File: config.mk
export PLATFORM = sky130hd
export DESIGN_NAME = logic_element_k
export DESIGN_NICKNAME = d
export VERILOG_FILES = /design/src/rtl/logic_element_k.sv
export SDC_FILE = /design/constraint.sdc
export NUM_CORES = 1
export LEC_CHECK = 0
export BUFFER_PORTS_ARGS = -buffer_cell sky130_fd_sc_hd__buf_4
export CAP_MARGIN = 30
export CORE_UTILIZATION = 58
export CTS_BUF_LIST = sky130_fd_sc_hd__clkbuf_4
export DETAILED_ROUTE_END_ITERATION = 12
export GPL_TIMING_DRIVEN = 0
export PLACE_DENSITY = 0.8
export SLEW_MARGIN = 20
export SYNTH_ARGS = -nofsm -noshare
export SYNTH_HDL_FRONTEND = slang
export SYNTH_SLANG_ARGS = --single-unit
File: constraint.sdc
create_clock -name clock -period 1.9 [get_ports clock]
set_input_delay 0.38 -clock clock [delete_from_list [all_inputs] [get_ports clock]]
set_output_delay 0.38 -clock clock [all_outputs]
set_load 0.1 [all_outputs]
File: src/rtl/logic_element_k.sv
// K-input LUT logic element with optional output register and serially
// loaded configuration; elements daisy-chain through cfg_shift_in/cfg_shift_out.
module logic_element_k #(
  parameter  int LUT_K = 4,
  localparam int CFG_W = 2**LUT_K + 4
) (
  input  logic             clock,
  input  logic             nreset,
  input  logic             enable,
  input  logic             sclr,
  input  logic [LUT_K-1:0] data_in,
  output logic             data_out,
  input  logic             cfg_shift_en,
  input  logic             cfg_shift_in,
  output logic             cfg_shift_out
);

  localparam int TT_W = 2**LUT_K;

  logic [CFG_W-1:0] cfg;
  logic [CFG_W-1:0] cfg_shifted;
  logic [TT_W-1:0]  truth_table;
  logic             comb_out;
  logic             ff_init;
  logic             ce_used;
  logic             sclr_en;
  logic             lut_z;
  logic             ff;

  assign truth_table = cfg[TT_W-1:0];
  assign comb_out    = cfg[TT_W];
  assign ff_init     = cfg[TT_W+1];
  assign ce_used     = cfg[TT_W+2];
  assign sclr_en     = cfg[TT_W+3];

  assign cfg_shifted = {cfg_shift_in, cfg[CFG_W-1:1]};
  assign lut_z       = truth_table[data_in];

  always_ff @(posedge clock or negedge nreset) begin
    if (!nreset) begin
      cfg <= '0;
    end else if (cfg_shift_en) begin
      cfg <= cfg_shifted;
    end
  end

  // Shifting preloads ff with the incoming init bit so the register
  // starts from its configured value the moment the load completes.
  always_ff @(posedge clock or negedge nreset) begin
    if (!nreset) begin
      ff <= 1'b0;
    end else if (cfg_shift_en) begin
      ff <= cfg_shifted[TT_W+1];
    end else if (sclr && sclr_en) begin
      ff <= ff_init;
    end else if (!ce_used || enable) begin
      ff <= lut_z;
    end
  end

  assign data_out      = comb_out ? lut_z : ff;
  assign cfg_shift_out = cfg[0];

endmodule

==> impl_metrics.csv <==
group,metric,value,unit
critical_path,required,1520,ps
global_routing,grt_pass1_vias,617,
sta,slew_headroom,64.1,%
global_routing,grtUsageTotal,21.5,%
clock_tree,cts_buffer_depth,2,
min_path,hold_depth,2,
sta,clock_skew,3.43,ps
sta,max_freq,0.454,GHz
job,drv_cap,0,
power_and_ir_drop,p_leak,0.514,nW
global_routing,use_met3,2.98,%
finish,finalNetCount,97,
critical_path,cp_data_arrival_time,1820,ps
global_routing,top_usage_layer,"met2",
detailed_routing,ant_nets,0,
critical_path,worst-path-stages,5,
yosys,synthTopCellsByArea,"dfrtp_1, mux2_2, mux2_1",
detailed_routing,drc,0,
detailed_routing,vias_per_cell,5.82,
floorplanning,die_y,42.7,um
sta,setup_ws,-302,ps
global_routing,use_met1,25.9,%
yosys,synth_cell_types,20,
yosys,synth-edff-count,0,
power_and_ir_drop,comb_power_share,35.8,%
floorplanning,pin_count,12,
clock_tree,root_buffer,"clkbuf_4",
global_routing,grt_max_degree,22,
clock_tree,clk_latency,310,ps
clock_tree,cts_buffers,3,
run_status,violations,"negative setup slack",
detailed_routing,first_pass_iters,2,
clock_tree,cts_tree,"built",
clock_tree,path_clk_slew,110,ps
place,place_inst,95,
detailed_routing,drt_iter0_drc,1,
place,gp_routability_congestion,0.717,
sta,slew_viol_final,0,
power_and_ir_drop,p_int,971,uW
yosys,synth_top_area_share,54.8,%
critical_path,crit_type,"reg -> out",
detailed_routing,avgRoutedWirePerCell,16.0,um
sta,rsz0062_at_grt,"yes",
finish,layout-drive-gt1-share,47.7,%
critical_path,worst_setup_path_end_kind,"output port",
finish,fin_cells,102,
yosys,avgSynthCellArea,13.9,sq um
floorplanning,die_x,42.7,um
clock_tree,ctsHtreeMaxLevel,1,
sta,worst_slew_pin_slew,538,ps
critical_path,slowest_delay,490,ps
critical_path,slowest_stage,"dfrtp_4",
power_and_ir_drop,ir_worst_vdd,0.000784,V
yosys,yosysSeqAreaShare,54.8,%
sta,setup_viol,1,
floorplanning,rows,14,
clock_tree,numClockSinks,21,
yosys,syn_inst,69,
yosys,ys_ff_latch,21,
global_routing,grt_antenna_before_repair,0,
yosys,ys_warn_count,0,
yosys,synth_area,960,sq um
yosys,synth_nets,79,
detailed_routing,routed_wl,1630,um
power_and_ir_drop,switching_power,507,uW
global_routing,grt.met2_usage,35.2,%
floorplanning,start_util,63.0,%
critical_path,crit_family,"flip-flops",
place,portBuffers,10,
critical_path,path_buf_inv,1,
run_status,outcome,"complete, but fails checks",
power_and_ir_drop,power_density,1300,nW/um^2
sta,period_share,116,%
floorplanning,fp.coreArea,1520,sq um
min_path,min_path_type,"in -> reg",
global_routing,grt_pass1_wl,2750,um
power_and_ir_drop,swShare,34.3,%
sta,min_period,2200,ps
sta,holdWs,279,ps
finish,area_growth,18.5,%
yosys,ys.flop_type,"dfrtp_1",
yosys,async_flop_share,100,%
yosys,yosysTopAreaCell,"dfrtp_1",
floorplanning,dieArea,1820,sq um
detailed_routing,vias,594,
global_routing,grt_overflow,0,
critical_path,startpoint_type,"flop",
sta,finalHoldViolCount,0,
power_and_ir_drop,power_frac_clock,14.5,%
finish,antenna_cells,0,
critical_path,ff2ff_path_depth,5,
critical_path,cp_cell_sequence,"mux4_2 > nor2_2 > o32a_1 > a21oi_4 > buf_12",
finish,postLayoutCoreUtil,74.6,%
critical_path,path_max_fanout,2,
place,hpwl,1210,um
power_and_ir_drop,power_frac_seq,49.7,%
## path summary, 6_finish.rpt
kind / startpoint / to / slack [ps]
worst max-delay path: cfg[0]$_DFFE_PN0P_ / data_out / -300
worst min-delay path: cfg_shift_in / cfg[19]$_DFFE_PN0P_ / 280
worst max register to register: cfg[0]$_DFFE_PN0P_ / ff$_DFFE_PN0P_ / 310
worst min register to register: cfg[19]$_DFFE_PN0P_ / cfg[19]$_DFFE_PN0P_ / 530
max in group asynchronous: nreset / cfg[0]$_DFFE_PN0P_ / 1190
min in group asynchronous: nreset / cfg[7]$_DFFE_PN0P_ / 480
## through the flow
step	setup slack (ps)	total power [mW]	setup TNS [ps]	cell area, sq um
3_3_place_gp	-145	1.20	-145	1070
2_1_floorplan	-328	1.11	-328	975
6_report	-302	1.48	-302	1140
5_1_grt	-375	1.56	-375	1140
3_5_place_dp	-146	1.23	-146	1070
4_1_cts	-324	1.49	-324	1130
## sequential cells by signal (all words and copies together), names as in the netlist
signal and cells:
cfg 20, ff 1
## layer usage
metal	share of wire, %	vias to the layer above
met5	0	-
met4	3.1	0
met3	3.2	5
met2	49	11
met1	44	294
li1	-	284
## area by class of cell
class / count / area (sq um)
flip-flops and latches: 21 / 529
multi-input cells: 43 / 420
fillers: 109 / 387
repair buffers: 13 / 113
clock buffers: 3 / 22.5
plain buffers: 3 / 20.0
well taps: 16 / 20.0
inverters: 2 / 7.51
clock inverters: 1 / 5.00
## cells in the final DEF (no fill, tap or decap)
| cell type | Yosys | layout |
|---|---|---|
| dfrtp_1 | 21 | 20 |
| mux2_2 | 17 | 17 |
| buf_4 | 0 | 11 |
| mux2_1 | 5 | 5 |
| nor2_1 | 5 | 4 |
| nand2_1 | 3 | 3 |
| clkbuf_4 | 0 | 3 |
| mux4_2 | 2 | 2 |
| inv_1 | 2 | 2 |
| o21ai_0 | 2 | 2 |
| buf_6 | 1 | 1 |
| nor2_2 | 0 | 1 |
| o21bai_1 | 1 | 1 |
| nand2b_1 | 1 | 1 |
| and2b_4 | 1 | 1 |
| a211oi_1 | 1 | 1 |
| o221ai_1 | 1 | 1 |
| o32a_1 | 1 | 1 |
| a21oi_4 | 0 | 1 |
| buf_2 | 1 | 1 |
| buf_1 | 1 | 1 |
| a311o_1 | 1 | 1 |
| a32oi_1 | 1 | 1 |
| dfrtp_4 | 0 | 1 |
| clkinv_2 | 0 | 1 |
| dlygate4sd3_1 | 0 | 1 |
| buf_12 | 0 | 1 |
## what timing repair did
item | in CTS | in global routing
hold endpoints to repair | 21 | 0
setup endpoints to repair | 1 | 1
buffers inserted | 2 | 0
hold buffers | 1 | 0
cloned | 0 | 0
resized for setup | 3 | 1
pin swaps | 1 | 1
## power groups by stage
stage,clock network (mW),logic (mW),registers (mW)
detailed placement,0,0.482,0.752
CTS,0.221,0.531,0.738
finish,0.214,0.529,0.735
global route,0.229,0.563,0.766
floorplan,0,0.321,0.788
global placement,0,0.466,0.739
## synth_stat cells (2+ instances only)
library cell  number
dfrtp_1           21
mux2_2            17
mux2_1             5
nor2_1             5
nand2_1            3
inv_1              2
mux4_2             2
o21ai_0            2
## kinds of logic after synthesis
kind of cell / Yosys count / share of synthesized area, %
buffers and inverters: 5 / 2.87
AO/OA/AOI/OAI: 9 / 7.04
flip-flops: 21 / 54.8
AND/OR/NAND/NOR: 10 / 4.82
multiplexers: 24 / 30.5
(Power assumes the default switching activity.)
